File: src/rtl/rvb_bitcnt_arb_pkg.sv
// Shared definitions for the two-channel bit-count front end.
// Insn field positions describe the packed {insn22, insn21, insn20, insn3} control word.
package rvb_bitcnt_arb_pkg;
   localparam int INSN3  = 0;
   localparam int INSN20 = 1;
   localparam int INSN21 = 2;
   localparam int INSN22 = 3;
   localparam int NCH    = 2;

   typedef logic tag_t;

   function automatic tag_t other_tag(input tag_t t);
      return tag_t'(~t);
   endfunction
endpackage

File: src/rtl/rvb_bitcnt_arb_obuf.sv
// One-entry result buffer with valid/ready output; a load may coincide with a pop,
// in which case the entry stays full with the new data.
module rvb_bitcnt_arb_obuf #(
   parameter int XLEN = 64
) (
   input  logic            clock,
   input  logic            resetn,
   input  logic            load,
   input  logic [XLEN-1:0] load_data,
   input  logic            ready,
   output logic            valid,
   output logic [XLEN-1:0] data,
   output logic            pop,
   output logic            can_load
);
   assign pop      = valid && ready;
   assign can_load = !valid || pop;

   always_ff @(posedge clock or negedge resetn) begin
      if (!resetn) begin
         valid <= 1'b0;
         data  <= '0;
      end else if (load) begin
         valid <= 1'b1;
         data  <= load_data;
      end else if (pop) begin
         valid <= 1'b0;
      end
   end
endmodule

File: src/rtl/rvb_bitcnt_arb.sv
// Round-robin front end sharing one combinational bit-count unit between two
// request channels: issue register feeds the unit, results are steered by tag.
module rvb_bitcnt_arb
   import rvb_bitcnt_arb_pkg::*;
#(
   parameter int XLEN = 64
) (
   input  logic            clock,
   input  logic            resetn,
   input  logic            din0_valid,
   output logic            din0_ready,
   input  logic [XLEN-1:0] din0_rs1,
   input  logic [3:0]      din0_insn,
   input  logic            din1_valid,
   output logic            din1_ready,
   input  logic [XLEN-1:0] din1_rs1,
   input  logic [3:0]      din1_insn,
   output logic            dout0_valid,
   input  logic            dout0_ready,
   output logic [XLEN-1:0] dout0_rd,
   output logic            dout1_valid,
   input  logic            dout1_ready,
   output logic [XLEN-1:0] dout1_rd,
   output logic            unit_din_valid,
   input  logic            unit_din_ready,
   output logic [XLEN-1:0] unit_din_rs1,
   output logic [3:0]      unit_din_insn,
   input  logic            unit_dout_valid,
   output logic            unit_dout_ready,
   input  logic [XLEN-1:0] unit_dout_rd
);
   tag_t            prio;
   logic            ir_valid;
   tag_t            ir_tag;
   logic [XLEN-1:0] ir_rs1;
   logic [3:0]      ir_insn;

   logic [NCH-1:0]  ob_valid;
   logic [NCH-1:0]  ob_pop;
   logic [NCH-1:0]  ob_can_load;
   logic [NCH-1:0]  ob_load;
   logic [NCH-1:0]  out_ready;
   logic [XLEN-1:0] ob_rd [NCH];

   logic            grant0;
   logic            grant1;
   tag_t            grant_tag;
   logic            retire;
   logic            ir_free;
   logic            accept;

   // Unit handshake: a result is taken only if its destination buffer can absorb it.
   assign unit_din_valid  = ir_valid;
   assign unit_din_rs1    = ir_rs1;
   assign unit_din_insn   = ir_insn;
   assign unit_dout_ready = ir_valid && ob_can_load[ir_tag];
   assign retire          = ir_valid && unit_din_ready && unit_dout_valid && unit_dout_ready;

   // resetn gates ready so every output is low while reset is held.
   assign ir_free   = resetn && (!ir_valid || retire);
   assign grant0    = din0_valid && (!din1_valid || (prio == 1'b0));
   assign grant1    = din1_valid && (!din0_valid || (prio == 1'b1));
   assign grant_tag = tag_t'(grant1);
   assign accept    = ir_free && (grant0 || grant1);

   assign din0_ready = grant0 && ir_free;
   assign din1_ready = grant1 && ir_free;

   always_ff @(posedge clock or negedge resetn) begin
      if (!resetn) begin
         ir_valid <= 1'b0;
         ir_tag   <= '0;
         ir_rs1   <= '0;
         ir_insn  <= '0;
         prio     <= '0;
      end else if (accept) begin
         ir_valid <= 1'b1;
         ir_tag   <= grant_tag;
         ir_rs1   <= grant1 ? din1_rs1 : din0_rs1;
         ir_insn  <= grant1 ? din1_insn : din0_insn;
         prio     <= other_tag(grant_tag);
      end else if (retire) begin
         ir_valid <= 1'b0;
      end
   end

   assign out_ready = {dout1_ready, dout0_ready};

   for (genvar k = 0; k < NCH; k++) begin : g_ob
      assign ob_load[k] = retire && (ir_tag == tag_t'(k));

      rvb_bitcnt_arb_obuf #(.XLEN(XLEN)) u_obuf (
         .clock     (clock),
         .resetn    (resetn),
         .load      (ob_load[k]),
         .load_data (unit_dout_rd),
         .ready     (out_ready[k]),
         .valid     (ob_valid[k]),
         .data      (ob_rd[k]),
         .pop       (ob_pop[k]),
         .can_load  (ob_can_load[k])
      );
   end

   assign dout0_valid = ob_valid[0];
   assign dout1_valid = ob_valid[1];
   assign dout0_rd    = ob_rd[0];
   assign dout1_rd    = ob_rd[1];
endmodule

File: config.mk
export PLATFORM = sky130hd
export DESIGN_NAME = rvb_bitcnt_arb
export DESIGN_NICKNAME = d
export VERILOG_FILES = /design/src/rtl/rvb_bitcnt_arb_pkg.sv /design/src/rtl/rvb_bitcnt_arb_obuf.sv /design/src/rtl/rvb_bitcnt_arb.sv
export SDC_FILE = /design/constraint.sdc
export NUM_CORES = 1
export LEC_CHECK = 0
export BUFFER_PORTS_ARGS = -buffer_cell sky130_fd_sc_hd__buf_4
export CAP_MARGIN = 20
export CORE_AREA = 2 2 158 160
export CTS_CLUSTER_SIZE = 8
export DETAILED_ROUTE_END_ITERATION = 10
export DIE_AREA = 0 0 160 162
export MAX_ROUTING_LAYER = met4
export SKIP_LAST_GASP = 1
export SYNTH_ARGS = -nofsm -noshare
export SYNTH_HDL_FRONTEND = slang
export SYNTH_SLANG_ARGS = --single-unit
File: constraint.sdc
create_clock -name clock -period 4.6 [get_ports clock]
set_input_delay 0 -clock clock [delete_from_list [all_inputs] [get_ports clock]]
set_output_delay 0 -clock clock [all_outputs]
set_load 0.1 [all_outputs]
### Word level (Yosys, flattened, before mapping)

Cells that the tools add are included.
Widths: inputs -> output; s select.

* register bits after elaboration: 201

* bitwise gates (word level): 3
* magnitude comparators: 1
* reductions and logical operators: 28
* muxes and demuxes: 10

Operators by type and width (count)
* $mux 64: 1
* $logic_and 1x1->1: 14
* $mux 1: 8
* $logic_or 1x1->1: 6
* $reduce_bool 2->1: 3
* $logic_not 1->1: 5
* $mux 4: 1
* $not 1->1: 3
* $lt 1x2->1 const B: 1

### Logic depth before layout (Yosys ltp)

* word-level depth: 10
* depth in mapped cells: 6

### Modules after synthesis

Synthesis repeated with hierarchy kept, for this count alone.

* cell total of the unflattened synthesis: 604
* area, all modules: 8629.5 µm²

By module, submodules not included
* rvb_bitcnt_arb_obuf: seq. area each 1626.6 µm², area an instance 2622.5 µm², cells an instance 139, times used 2
* rvb_bitcnt_arb: seq. area each 1776.7 µm², area an instance 3384.5 µm², cells an instance 326, times used 1

### Worst setup path before layout

No wires, ideal clock.

* path type: register -> output
* start point: register ir_valid, in the netlist unit_din_valid
* end point: output din0_ready
* arrival time: 3.924 ns
* setup slack: 0.676 ns
* path buffers: 0
* required time: 4.600 ns
* stages on the path, launching flop included: 5
* cell sequence: dfrtp_1 -> nand3_1 -> o31ai_4 -> nand2_1 -> a211oi_1

* longest elaborated chain between the ends: 6
* elaborated cells between the ends (all ways): 8
* those cells by class: reduce/logical (8)

RTL lines
* from (decl): RTL line rvb_bitcnt_arb.sv:33 `logic ir_valid;`
* from (signal assigned): RTL line rvb_bitcnt_arb.sv:71 `ir_valid <= 1'b0;`
* from (signal assigned): RTL line rvb_bitcnt_arb.sv:77 `ir_valid <= 1'b1;`
* from (signal assigned): RTL line rvb_bitcnt_arb.sv:83 `ir_valid <= 1'b0;`
* $logic_and 1x1->1 (3 in a row): RTL line rvb_bitcnt_arb.sv:57 `assign retire = ir_valid && unit_din_ready && unit_dout_valid && unit_dout_ready;`
* $logic_or 1x1->1 *: RTL line rvb_bitcnt_arb.sv:60 `assign ir_free = resetn && (!ir_valid || retire);`
* $logic_and 1x1->1 *: RTL line rvb_bitcnt_arb.sv:60
* $logic_and 1x1->1 *: RTL line rvb_bitcnt_arb.sv:66 `assign din0_ready = grant0 && ir_free;`
* to (decl): RTL line rvb_bitcnt_arb.sv:11 `output logic din0_ready,`

Every way passes the cells marked *; elsewhere a longest branch is shown, timed or not.

### Worst setup path in the final report

* start point: register prio
* end point: register ir_rs1[38], in the netlist unit_din_rs1[38]

* longest elaborated chain between the ends: 5
* elaborated cells between the ends (all ways): 8
* those cells by class: mux (1); bitwise (1); reduce/logical (6)

RTL lines
* from (decl): RTL line rvb_bitcnt_arb.sv:32 `tag_t prio;`
* from (signal assigned): RTL line rvb_bitcnt_arb.sv:81 `prio <= other_tag(grant_tag);`
* $not 1->1: RTL line rvb_bitcnt_arb.sv:61 `assign grant0 = din0_valid && (!din1_valid || (prio == 1'b0));`
* $logic_or 1x1->1: RTL line rvb_bitcnt_arb.sv:61
* $logic_and 1x1->1: RTL line rvb_bitcnt_arb.sv:61
* $logic_or 1x1->1: RTL line rvb_bitcnt_arb.sv:64 `assign accept = ir_free && (grant0 || grant1);`
* $logic_and 1x1->1: RTL line rvb_bitcnt_arb.sv:64
* to (signal assigned): RTL line rvb_bitcnt_arb.sv:79 `ir_rs1 <= grant1 ? din1_rs1 : din0_rs1;`
* to (decl): RTL line rvb_bitcnt_arb.sv:35 `logic [XLEN-1:0] ir_rs1;`

Several ways; a longest one is shown, not always the timed one.
A chain may end at the register's enable or synchronous reset.

==> metrics.txt <==
status=completed; CTS buffer count=29; Max Cap Violations=0; crit path launch=prio$_DFFE_PN0P_; cell count after synthesis=515; H-tree depth=1; Rows=57; #FFs+latches synth=roughly 200; Die X=around 160 um; wirelength, routed=25900 um; Placer Congestion=0.823; Die Y-Extent=162 um; Post-layout nets=1347; Netlist cell types=25; initial antenna violation count=0; hpwl dp=17500 um; crit path to=unit_din_rs1[38]$_DFFE_PN0P_; final setup skew=20.0 ps; remaining antenna violation count=0; Mapped Area=0.00834 mm^2; drt initial violations=194; Warnings, synthesis=0; Worst Hold Class=in2async; Crit Path Class=reg2reg; r2r setup slk=1670 ps; number of global-route vias before repair=approximately 7300; worst slew pin tran=991 ps; residual DRC count=0; syn_area_per_cell=16.2 um^2; clock slew at reported path FFs=50 ps; ant diodes=0; root buffer cell=clkbuf_16; CP endpoint kind=register; number of top-level pins=410; CTS tree=done; worst r2r path cells=5; first-pass GRT wire length=40000 um; share of cells above drive strength 1=around three fifths; Setup Total Neg Slack=0 ps; Core Region=0.0241 mm^2; clk buf depth=3; routed vias/inst=4.58; Initial Util=34.6%; sequential area share after synthesis=between 60% and 70%; CP arrival=3340 ps; critical path peak fanout=59; Die ar.=0.0259 mm^2; unrepaired setup endpoints after global routing=false; Crit Reg-Reg Endpoint=unit_din_rs1[38]$_DFFE_PN0P_; Area Overhead vs Synth=74.3%; drt wl/cell=between 15 and 20 um; total gr overflow=0; total number of vias=6708; Crit path required time=roughly 5000 ps; syn nets=between 700 and 800; worst r2r src=prio$_DFFE_PN0P_; Slew HR=about a third; post_cts resized=0; fin crit share=63.8%; Setup Viol. Count Final=0; final hold violations=0; largest net degree at the start of global routing=87; Worst Setup Start Kind=register; first drt pass iteration count=4; CTS Sinks=201; I/O Buffers=409; post-layout minimum cycle time=a little under 3000 ps; Fmax achieved=0.341 GHz; clock latency on the worst-skew pair=530 ps; GRT Util Overall=19.9%; Final Max Tran Viols=0
-- how the worst min path moves through the flow --
stage	from	end	slack, ps	cells past startpoint
2_1_floorplan	resetn	g_ob[0].u_obuf.data[0]$_DFFE_PN0P_	-300	0
5_1_grt	unit_din_ready	ir_tag$_DFFE_PN0P_	120	5
6_report	resetn	unit_din_rs1[57]$_DFFE_PN0P_	90	2
4_1_cts	unit_din_ready	ir_tag$_DFFE_PN0P_	70	5
3_3_place_gp	resetn	unit_din_rs1[45]$_DFFE_PN0P_	110	1
3_5_place_dp	resetn	unit_din_rs1[45]$_DFFE_PN0P_	110	1
-- what timing repair did --
item                                   CTS  global route
hold buffers                           207             0
endpoints found under the hold margin  282             0
setup buffers                            0             0
-- sequential cells by signal, indices dropped and copies added (netlist names) --
signal,cells
g_ob.u_obuf.data,128
g_ob.u_obuf.valid,2
ir_tag,1
prio,1
unit_din_insn,4
unit_din_rs1,64
unit_din_valid,1
-- cell families after synthesis --
kind of cell | Yosys count | synth area share (%)
buffers and inverters | 31 | 2.04
AOI/OAI and AO/OA | 10 | 1.19
muxes | 264 | 35.7
DFF | 201 | 60.3
and+or+nand+nor | 9 | 0.780
-- layout by cell type, fill, tap and decap left out, drive strengths merged --
master	Yosys	routed
buf	20	413
mux2	264	264
dlygate4sd3	0	207
dfrtp	201	201
clkbuf	8	31
inv	3	4
nor3b	2	2
nand2	2	2
o21ai	2	2
and3b	1	1
nand3	1	1
o31ai	1	1
a211oi	1	1
nor2	1	1
o211a	1	1
nor3	1	1
nand4	1	1
a31oi	1	1
a41oi	1	1
o211ai	1	1
o2bb2ai	1	1
a21o	1	1
clkinv	0	1
-- critical path: stages, from the launching register on --
cell           delay, ps
dfrtp_1              420
o21ai_4              390
buf_4                680
mux2_2               430
dlygate4sd3_1        590
mux2_2               270
-- synthesized netlist by cell type (all sizes together) --
master,n,area (um^2)
nor3,1,5.00
a211oi,1,7.51
a41oi,1,8.76
a21o,1,7.51
nand4,1,6.26
mux2,264,2970
nor3b,2,25.0
o211ai,1,7.51
buf,20,129
inv,3,11.3
dfrtp,201,5030
o21ai,2,13.8
and3b,1,12.5
a31oi,1,6.26
clkbuf,8,30.0
nor2,1,3.75
nand3,1,5.00
o2bb2ai,1,8.76
o211a,1,17.5
nand2,2,7.51
o31ai,1,21.3
-- per-layer routing --
metal  track usage [%]  share of wire (%)  routed length (um)
met1              22.7                 38                9850
met2              34.2                 52               13500
met3              4.16                5.4                1410
met4              8.72                4.6                1190
met5                 -                  0                   0
-- per-stage QoR --
| stage | std cells | hold WS, ps | cell area, um^2 | setup WS, ps | utilization [%] |
|---|---|---|---|---|---|
| 2_1_floorplan | 515 | -296 | 8340 | 676 | - |
| 3_3_place_gp | 1225 | 112 | 11700 | 2140 | 48.6 |
| 3_5_place_dp | 1225 | 111 | 11700 | 2120 | 48.6 |
| 4_1_cts | 1464 | 71.5 | 14500 | 1670 | 60.3 |
| 5_1_grt | 1464 | 116 | 14500 | 1540 | 60.3 |
| 6_report | 1464 | 91.2 | 14500 | 1670 | 60.3 |
-- cell type report --
class                           count  area (um^2)
Inverter                            3         11.3
Tap cell                          324          405
Fill cell                        1989         9580
Sequential cell                   201         5030
Timing Repair Buffer              621         5190
Clock buffer                       30          729
Clock inverter                      2         17.5
Multi-Input combinational cell    283         3150
Power is left out: the tool's default activity adds up to more than one toggle a clock period on the data nets, which glitch-free logic cannot reach.
